<file path="src/rtl/ev22_decode_pkg.sv">
// Shared definitions for the EV22 decode stage.
// Holds the opcode group patterns, ALU codes, instruction-class constants,
// the default W-register selector and the packed control word that the
// decode table produces and the stage registers.
package ev22_decode_pkg;

    // Opcodes are decoded on opcode[7:2]; the low two bits are don't-care
    // for every class except W=K, which needs them to be 2'b00.
    localparam logic [5:0] OPG_WK  = 6'b0000_01;
    localparam logic [5:0] OPG_WRI = 6'b0000_10;
    localparam logic [5:0] OPG_RIW = 6'b0000_11;
    localparam logic [5:0] OPG_LD  = 6'b0001_00;
    localparam logic [5:0] OPG_ST  = 6'b0001_01;

    localparam logic [3:0] ALUC_NONE = 4'b0000;
    localparam logic [3:0] ALUC_PASS = 4'b0001;

    localparam logic [6:0] OPT_WK  = 7'b0000010;
    localparam logic [6:0] OPT_WRI = 7'b0000100;
    localparam logic [6:0] OPT_RIW = 7'b0001001;
    localparam logic [6:0] OPT_LD  = 7'b0010000;
    localparam logic [6:0] OPT_ST  = 7'b0100000;

    localparam int W_SEL_DEF = 34;

    // Selector fields are carried at a fixed maximum width so the struct
    // can live in the package; the stage trims them to SEL_W at its ports.
    localparam int SEL_MAX_W = 16;

    typedef struct packed {
        logic [3:0]           aluc;
        logic [1:0]           sh;
        logic                 kmux;
        logic                 mr;
        logic                 mw;
        logic [SEL_MAX_W-1:0] sel_b;
        logic [SEL_MAX_W-1:0] sel_c;
        logic [6:0]           op_type;
        logic                 illegal;
    } ctl_word_t;

endpackage

</file>
<file path="src/rtl/ev22_decode_lut.sv">
// Purely combinational decode table: opcode + Ri -> control word.
// Ports:
//   opcode   in   8      instruction opcode
//   ri       in   RI_W   register index
//   word     out         decoded control word (all zero + illegal for unknown)
//   reads_w  out  1      instruction consumes the W register
//   is_load  out  1      instruction is a memory load into W
module ev22_decode_lut
    import ev22_decode_pkg::*;
#(
    parameter int RI_W  = 5,
    parameter int W_SEL = W_SEL_DEF
) (
    input  logic [7:0]      opcode,
    input  logic [RI_W-1:0] ri,
    output ctl_word_t       word,
    output logic            reads_w,
    output logic            is_load
);

    logic [SEL_MAX_W-1:0] ri_sel;
    logic [SEL_MAX_W-1:0] w_sel;

    assign ri_sel = SEL_MAX_W'(ri);
    assign w_sel  = SEL_MAX_W'(W_SEL);

    always_comb begin
        word    = '0;
        reads_w = 1'b0;
        is_load = 1'b0;
        case (opcode[7:2])
            OPG_WK: begin
                if (opcode[1:0] == 2'b00) begin
                    word.kmux    = 1'b1;
                    word.sel_c   = w_sel;
                    word.op_type = OPT_WK;
                end else begin
                    word.illegal = 1'b1;
                end
            end
            OPG_RIW: begin
                word.aluc    = ALUC_PASS;
                word.sel_b   = w_sel;
                word.sel_c   = ri_sel;
                word.op_type = OPT_RIW;
                reads_w      = 1'b1;
            end
            OPG_WRI: begin
                word.aluc    = ALUC_PASS;
                word.sel_b   = ri_sel;
                word.sel_c   = w_sel;
                word.op_type = OPT_WRI;
            end
            OPG_LD: begin
                word.mr      = 1'b1;
                word.sel_b   = ri_sel;
                word.sel_c   = w_sel;
                word.op_type = OPT_LD;
                is_load      = 1'b1;
            end
            OPG_ST: begin
                word.mw      = 1'b1;
                word.sel_b   = w_sel;
                word.op_type = OPT_ST;
                reads_w      = 1'b1;
            end
            default: word.illegal = 1'b1;
        endcase
    end

endmodule

</file>
<file path="src/rtl/ev22_decode_stage.sv">
// EV22 instruction-decode stage between fetch and execute.
// Decodes opcode/Ri into a registered control word with valid/ready flow
// control, and holds back W-register readers while a load is in flight.
// Ports:
//   clk, reset_n             clock, asynchronous active-low reset
//   in_valid / in_ready      fetch-side handshake
//   opcode, ri               instruction fields
//   flush                    synchronous flush (drops word, clears hazard)
//   out_valid / out_ready    execute-side handshake
//   aluc, sh, kmux, mr, mw,
//   sel_b, sel_c, op_type    registered control word
//   illegal                  registered word is an undefined opcode
module ev22_decode_stage
    import ev22_decode_pkg::*;
#(
    parameter int RI_W     = 5,
    parameter int SEL_W    = 6,
    parameter int W_SEL    = W_SEL_DEF,
    parameter int LOAD_LAT = 2
) (
    input  logic             clk,
    input  logic             reset_n,
    input  logic             in_valid,
    output logic             in_ready,
    input  logic [7:0]       opcode,
    input  logic [RI_W-1:0]  ri,
    input  logic             flush,
    output logic             out_valid,
    input  logic             out_ready,
    output logic [3:0]       aluc,
    output logic [1:0]       sh,
    output logic             kmux,
    output logic             mr,
    output logic             mw,
    output logic [SEL_W-1:0] sel_b,
    output logic [SEL_W-1:0] sel_c,
    output logic [6:0]       op_type,
    output logic             illegal
);

    localparam int CNT_W = $clog2(LOAD_LAT + 1);

    if (SEL_W < RI_W + 1 || SEL_W > SEL_MAX_W || LOAD_LAT < 1) begin : g_bad_params
        $error("ev22_decode_stage: illegal parameter combination");
    end

    ctl_word_t        dec_word;
    ctl_word_t        word_q;
    logic             dec_reads_w;
    logic             dec_is_load;
    logic [CNT_W-1:0] ld_cnt;
    logic             stall;
    logic             accept;

    ev22_decode_lut #(
        .RI_W  (RI_W),
        .W_SEL (W_SEL)
    ) u_lut (
        .opcode  (opcode),
        .ri      (ri),
        .word    (dec_word),
        .reads_w (dec_reads_w),
        .is_load (dec_is_load)
    );

    // The hazard check uses the registered counter, so a reader offered in
    // the cycle right after a load is already blocked.
    assign stall    = in_valid && dec_reads_w && (ld_cnt != '0);
    assign in_ready = !flush && !stall && (!out_valid || out_ready);
    assign accept   = in_valid && in_ready;

    always_ff @(posedge clk or negedge reset_n) begin
        if (!reset_n) begin
            out_valid <= 1'b0;
            word_q    <= '0;
            ld_cnt    <= '0;
        end else if (flush) begin
            out_valid <= 1'b0;
            ld_cnt    <= '0;
        end else begin
            if (accept) begin
                out_valid <= 1'b1;
                word_q    <= dec_word;
            end else if (out_ready) begin
                out_valid <= 1'b0;
            end

            if (accept && dec_is_load) begin
                ld_cnt <= CNT_W'(LOAD_LAT);
            end else if (ld_cnt != '0) begin
                ld_cnt <= ld_cnt - CNT_W'(1);
            end
        end
    end

    assign aluc    = word_q.aluc;
    assign sh      = word_q.sh;
    assign kmux    = word_q.kmux;
    assign mr      = word_q.mr;
    assign mw      = word_q.mw;
    assign sel_b   = word_q.sel_b[SEL_W-1:0];
    assign sel_c   = word_q.sel_c[SEL_W-1:0];
    assign op_type = word_q.op_type;
    assign illegal = word_q.illegal;

    // Upper selector bits are always zero for legal parameter sets.
    logic unused_sel;
    assign unused_sel = &{1'b0, word_q.sel_b, word_q.sel_c};

endmodule

</file>
<file path="config.mk">
export PLATFORM = sky130hd
export DESIGN_NAME = ev22_decode_stage
export DESIGN_NICKNAME = d
export VERILOG_FILES = /design/src/rtl/ev22_decode_pkg.sv /design/src/rtl/ev22_decode_lut.sv /design/src/rtl/ev22_decode_stage.sv
export SDC_FILE = /design/constraint.sdc
export NUM_CORES = 1
export LEC_CHECK = 0
export CORE_ASPECT_RATIO = 2
export CORE_MARGIN = 2
export CORE_UTILIZATION = 46
export CTS_CLUSTER_SIZE = 12
export DETAILED_ROUTE_END_ITERATION = 10
export PLACE_DENSITY_LB_ADDON = 0.08
export SLEW_MARGIN = 20
export SYNTH_ARGS = -nofsm -noshare
export SYNTH_HDL_FRONTEND = slang
export SYNTH_SLANG_ARGS = --single-unit
</file>
<file path="constraint.sdc">
create_clock -name clk -period 3.5 [get_ports clk]
set_input_delay 1.05 -clock clk [delete_from_list [all_inputs] [get_ports clk]]
set_output_delay 1.05 -clock clk [all_outputs]
set_load 0.1 [all_outputs]
</file>
Word level (Yosys, flattened, before mapping)
Index checks and enable logic that the tools add are counted.
{ "totals": {"out_inout_bits": 31, "ff_bits": 30, "wordCells": 54, "in_bits": 18} }
{ "op_classes": {"reduce_logical": 19, "n_mux": 18, "eq_ne": 5, "addsub": 1, "bitwise": 1} }
{ "ops": {"columns": ["operator", "count"], "rows": [
  ["$pmux 7 s5", 1],
  ["$pmux 6 s3", 1],
  ["$mux 13", 1],
  ["$eq 6x2->1 const B", 2],
  ["$eq 6x3->1 const B", 2],
  ["$pmux 6 s2", 1],
  ["$mux 1", 10],
  ["$eq 6x1->1 const B", 1],
  ["$logic_and 1x1->1", 6],
  ["$mux 2", 3],
  ["$reduce_bool 3->1", 2],
  ["$reduce_or 2->1", 3],
  ["$reduce_or 4->1", 1],
  ["$logic_not 1->1", 3],
  ["$logic_not 2->1", 1],
  ["$pmux 1 s2", 1],
  ["$reduce_and 2->1", 1],
  ["$reduce_bool 2->1", 1],
  ["$sub 2x1->2 const B", 1],
  ["$logic_or 1x1->1", 1],
  ["$not 1->1", 1]
]} }

Logic depth before layout (Yosys ltp)
{ "logic_depth": {"ltp_word": 12, "ltp_mapped": 7, "mapped_depth_nobuf": 5} }

By module
From an unflattened synthesis, not the netlist that was laid out.
{ "unflattened": {"hier_cells": 152, "area_unflattened_um2": 1861.8} }
{ "modules_own_cells": {"columns": ["mod", "n_inst", "area_per_inst_um2", "seq_area_each_um2", "cells_per_inst"], "rows": [
  ["ev22_decode_stage", 1, 1365.1, 800.8, 79],
  ["ev22_decode_lut", 1, 496.7, 0.0, 73]
]} }

Least setup slack after synthesis
Ideal clock, no wire load.
{ "synth_timing": {"path_kind": "input port to output port", "from": "in opcode[4]", "to": "out in_ready", "n_path_buf": 1, "arrival_time_ns": 2.960, "slack_ns": -0.510, "path_stages": 5, "cell_sequence": "buf_4 xor2_2 nand3_2 nor2_1 a21oi_1"} }
{ "synth_via": {"elab_chain_len": 8, "word_cells_on_any_way": 9, "cone_classes": "2 x eq/ne; 1 x mux; 6 x reduce/logical"} }
{ "synth_rtl": {"columns": ["element", "line_no", "source"], "rows": [
  ["start: declaration", "ev22_decode_stage.sv:25", "input logic [7:0] opcode,"],
  ["$eq 6x2->1 / $eq 6x3->1 (equally long branches)", "ev22_decode_lut.sv:31", "case (opcode[7:2])"],
  ["$reduce_or 2->1 (no source line) (*)", null, null],
  ["$mux 1 (*)", "ev22_decode_lut.sv:31", null],
  ["$logic_and 1x1->1 (*) (2 in a row)", "ev22_decode_stage.sv:68", "assign stall = in_valid && dec_reads_w && (ld_cnt != '0);"],
  ["$logic_not 1->1 (*)", "ev22_decode_stage.sv:69", "assign in_ready = !flush && !stall && (!out_valid || out_ready);"],
  ["$logic_and 1x1->1 (*) (2 in a row)", "ev22_decode_stage.sv:69", null],
  ["end: declaration", "ev22_decode_stage.sv:24", "output logic in_ready,"]
]} }
Every way passes the cells marked *; elsewhere a longest branch is shown, timed or not.

Worst setup path after layout
{ "layout_timing": {"from": "in opcode[5]", "to": "out in_ready"} }
Same word-level chain as after synthesis.

==> qor.txt <==
Peak VDD IR: 0.367 mV
largest cells by area after synthesis: dfrtp_1 (47%), mux2i_1 (6.5%), buf_4 (6.1%), mux2_2 (4.6%), inv_1 (3.7%)
post-detail-place hpwl: 2.08 mm
CTS tree: done
# port buffers: 42
final hold viol count: 0
Layout Utilization: 64.3%
EDFF count, synth: 0
core footprint: 0.00254 mm²
Syn-to-layout area delta: 32.8%
number of gates resized after CTS: 0
synthesis-stage register bit count: 23
critical path data required time: 2450 ps
antenna violations before repair: 0
row count: 26
largest net degree at the start of global routing: 24
WS Path Type: in -> out
commonest non-fill, non-tap cell in the layout: buf_4
Lkg Pwr: 0.792 nW
Crit path largest cell delay: 450 ps
post-synthesis sequential area ratio: 46.8%
Slew @ Worst Pin: 790 ps
WP buf/inv: 2
Achievable Freq: 0.297 GHz
minimum clock period: 3370 ps
Worst Path Max Fanout: 5
Slew HR: 47.3%
H-tree Lvls: 1
Skew-Pair Late Insertion Delay: 270 ps
Setup WS post-layout: 132 ps
Post-synth ARST share: 100%
Final setup viols: 0
clock transition at the registers of the reported paths: 80 ps
total global-route track usage: 20.0%
yosys warns: 0
Worst Hold Launch: op_type[5]
max cap viols: 0
maximum clock path buffer count: 2
routability cong.: 0.800
Final #Nets: 177
Hold WC Path Type: reg -> reg
first-pass GRT wire length: 4.32 mm
setup TNS: 0 ps
PwrDens: 436 mW/mm²
Die Ht: 77.1 µm
Synth top area share: 46.8%
number of global-route vias before repair: 985
Top FF cell, synth: dfrtp_1
Pins Over Slew Limit: 0
grt ovf: 0
critical path launch point type: primary input
initial core utilization: 48.4%
Antenna diodes: 0
count of cell types in the netlist: 39
post-route clock period utilization: 96.2%
routed via count: 940
DRC marker count from the first detailed-route iteration: 15
CTS Sinks: 23
Post-Syn Area: 0.00123 mm²
Reg area: 576 µm²
Mean Syn Cell Area: 10.8 µm²
ANT nets after route: 0
via/cell ratio: 5.08
Worst Skew: 3.21 ps
CTS Buf Count: 3
clk root buf: clkbuf_8
Worst Setup SP: opcode[5]
reg2reg start: ld_cnt[0]
Routed wire per std cell: 14.6 µm
RSZ-0062 raised after global routing: false
Top delay family on crit path: buffers and inverters
Post-CTS Repair Setup Buffers: 0
Crit path arrival time: 2320 ps
IO Pins: 49
drt drc: 0
cell count after synthesis: 114
share of cells above drive strength 1: 29.3%
Fill cells: 239
dpl ws: 105 ps
Setup crit end kind: output port
total wire length: 2.70 mm
die area: 0.00313 mm²
Critical-path top delay cell: clkdlybuf4s50_1
Multi-input gate area: 515 µm²
area leader, netlist: dfrtp_1
commonest non-fill, non-tap cells in the layout: buf_4 (30), dfrtp_1 (23), clkdlybuf4s50_1 (17)
TritonRoute pass-1 iters: 4
CP cell instances: clkdlybuf4s50_1 -> nor3_4 -> nand3_2 -> nor2_1 -> a21oi_2 -> buf_12
Die W: 40.5 µm
hold buffer count at CTS: 0
status: finished clean
power breakdown:
part           internal, mW  switching, mW  leakage, nW
sequential            0.284         0.0104        0.313
combinational        0.0754          0.175        0.457
clock                0.0815         0.0854       0.0228
total                 0.441          0.271        0.792
cell type report:
type	count	area share (%)
Multi-Input combinational cell	70	31.6
Inverter	12	2.76
Timing Repair Buffer	48	25.5
Tap cell	28	2.15
Clock buffer	4	2.76
Sequential cell	23	35.3
Yosys cell counts, drive strengths merged, types with 3 or more instances:
library cell  count
inv              12
mux2              6
buf              14
a21o              3
nand2            10
mux2i             8
dfrtp            23
nand2b            3
nor3              4
o21ai             4
metrics by stage:
step	hold slack [ps]	cell area, µm²	power (mW)	std cells
floorplan	555	1250	0.491	119
global placement	471	1580	0.544	181
detailed placement	479	1580	0.549	181
CTS	502	1630	0.719	185
global route	519	1630	0.748	185
finish	501	1630	0.712	185
layer usage:
layer / vias up / GRT usage, % / part of all wire [%]
met3: 5 / 2.31 / 6.0
met2: 38 / 35.6 / 56
met4: 0 / 11.0 / 2.6
met1: 447 / 19.9 / 35
li1: 450 / - / -
met5: - / 0 / 0
kinds of logic (layout without fill, tap and decap cells):
logic type	count (synthesis)	in the layout	synth area share, %
other	1	6	0.305
flip-flops	23	23	46.8
adder cells (fa/ha/maj)	1	1	1.02
XOR/XNOR	3	3	2.75
AO/OA/AOI/OAI	15	15	8.25
AND/OR/NAND/NOR	31	31	15.0
multiplexers	14	14	12.3
buffers and inverters	26	64	13.5
flip-flops by register name, summed over array words and instances, names as in the netlist:
| name | count |
|---|---|
| sel_b | 6 |
| sel_c | 6 |
| op_type | 5 |
| ld_cnt | 2 |
| aluc | 1 |
| illegal | 1 |
| mw | 1 |
| out_valid | 1 |
worst register-to-register path, cell delays in order (launching register included):
cell     delay (ps)
dfrtp_1         390
inv_1            70
ha_1            290
o21a_1          700
mux2_2          420
path summary, 6_finish.rpt:
path	depth (start not counted)	to	slack, ps
worst max-delay path	6	in_ready	130
worst min-delay path	1	op_type[5]	500
worst max register to register	4	sel_c[1]	1530
worst min register to register	1	op_type[5]	500
max in group asynchronous	2	sel_b[2]	2140
min in group asynchronous	2	sel_c[3]	1130
Note: power is estimated with default switching activity, not from simulation.
==> edit: new RTL, same flow settings <==
Make the reset (`reset_n`) synchronous in one clocked block. Comments in the files are not updated.
--- a/src/rtl/ev22_decode_stage.sv
+++ b/src/rtl/ev22_decode_stage.sv
@@ -69,7 +69,7 @@
     assign in_ready = !flush && !stall && (!out_valid || out_ready);
     assign accept   = in_valid && in_ready;
 
-    always_ff @(posedge clk or negedge reset_n) begin
+    always_ff @(posedge clk) begin
         if (!reset_n) begin
             out_valid <= 1'b0;
             word_q    <= '0;
Function: differs if reset_n is asserted again (counterexample within 4 cycles, from zero or initial values and one cycle with reset_n low); with reset_n held inactive, the same outputs for 10 cycles.
==> edit against the unedited design <==
Fmax is 0.52% higher. Via count increased by 21%. Wire length grew 12%. Final area decreased by 1.5%. Power down 21%. Sequential cell count stayed put. Register-to-register slack better by 0.28 ns. Worst setup slack better by 0.017 ns. Global-route usage rose by 3.1 points. Highest routed layer unchanged. Synthesized area fell by 7.2%. First-iteration DRC count grew 130%. Worst hold slack lost 0.038 ns. Count of clock-buffer cells in the layout is the same. Die area is 6.7% lower.
==> edit: results (changes against the unedited design) <==
- Post-synth ARST share: 0 (-1.00)
- Bufs w/o clock: 53 (+10%)
- Non-clk buf share: 0.279 (+0.0240)
- Number of fill cells: 221 (-7.5%)
- Synth Flop Type: dfxtp_1
- CP delay by family, top: simple AND/OR/NAND/NOR gates
- Placed cell area: 1560 µm² (-1.2%)
- Vias in the first global route: 1,075 (+9.1%)
- Status: completed
- Fraction of layout cells with a size suffix above 1: 0.264 (-0.0289)
- Inverters: 1 (-11)
- Multi-input logic area: 617 µm² (+20%)
- Clk network pwr share: 0.285 (+0.050)
- Multi-Input Combinational: 97 (+39%)
- Comb power: 0.133 mW (-47%)
- Hold Path End: sel_b[0]
- Reg2reg setup slack: 1.81 ns (+0.28 ns)
- Clk tree area frac: 0.0280 (+0.000408)
- CTS resizes: 5 (+5)
- Slowest cell delay on critical path: 0.56 ns (+0.11 ns)
- Tot GR Track Use: 0.232 (+0.0314)
- Final WL: 3030 µm (+12%)
- Critical path startpoint: opcode[6]
- HP Start: sel_b[0]
- Nets@finish: 197 (+11%)
## edit: metrics by stage
step	worst slack (ns)	hold WS, ns	std cells	total power, mW	TNS, ns
final	0.149	0.463	205	0.559	0
after global placement	-0.125	0.447	201	0.405	-0.125
after floorplan	0.130	0.436	135	0.364	0
after CTS	0.148	0.468	205	0.564	0
after global routing	0.0951	0.484	205	0.581	0
after detailed placement	-0.151	0.457	201	0.406	-0.151
## edit: cells by family after synthesis
logic type / count (synthesis) / share of synthesized area
multiplexers: 10 / 0.0878
flip-flops: 23 / 0.404
other: 1 / 0.00329
buffers and inverters: 15 / 0.0801
AND/OR/NAND/NOR: 58 / 0.290
AO/OA/AOI/OAI: 21 / 0.120
XOR/XNOR: 2 / 0.0154
## edit: routing by layer
| metal | vias to the layer above | track usage | wire [µm] |
|---|---|---|---|
| li1 | 546 | - | - |
| met2 | 44 | 0.411 | 1660 |
| met3 | 11 | 0.0358 | 133 |
| met1 | 533 | 0.221 | 1130 |
| met5 | - | 0 | 0 |
| met4 | 0 | 0.176 | 110 |
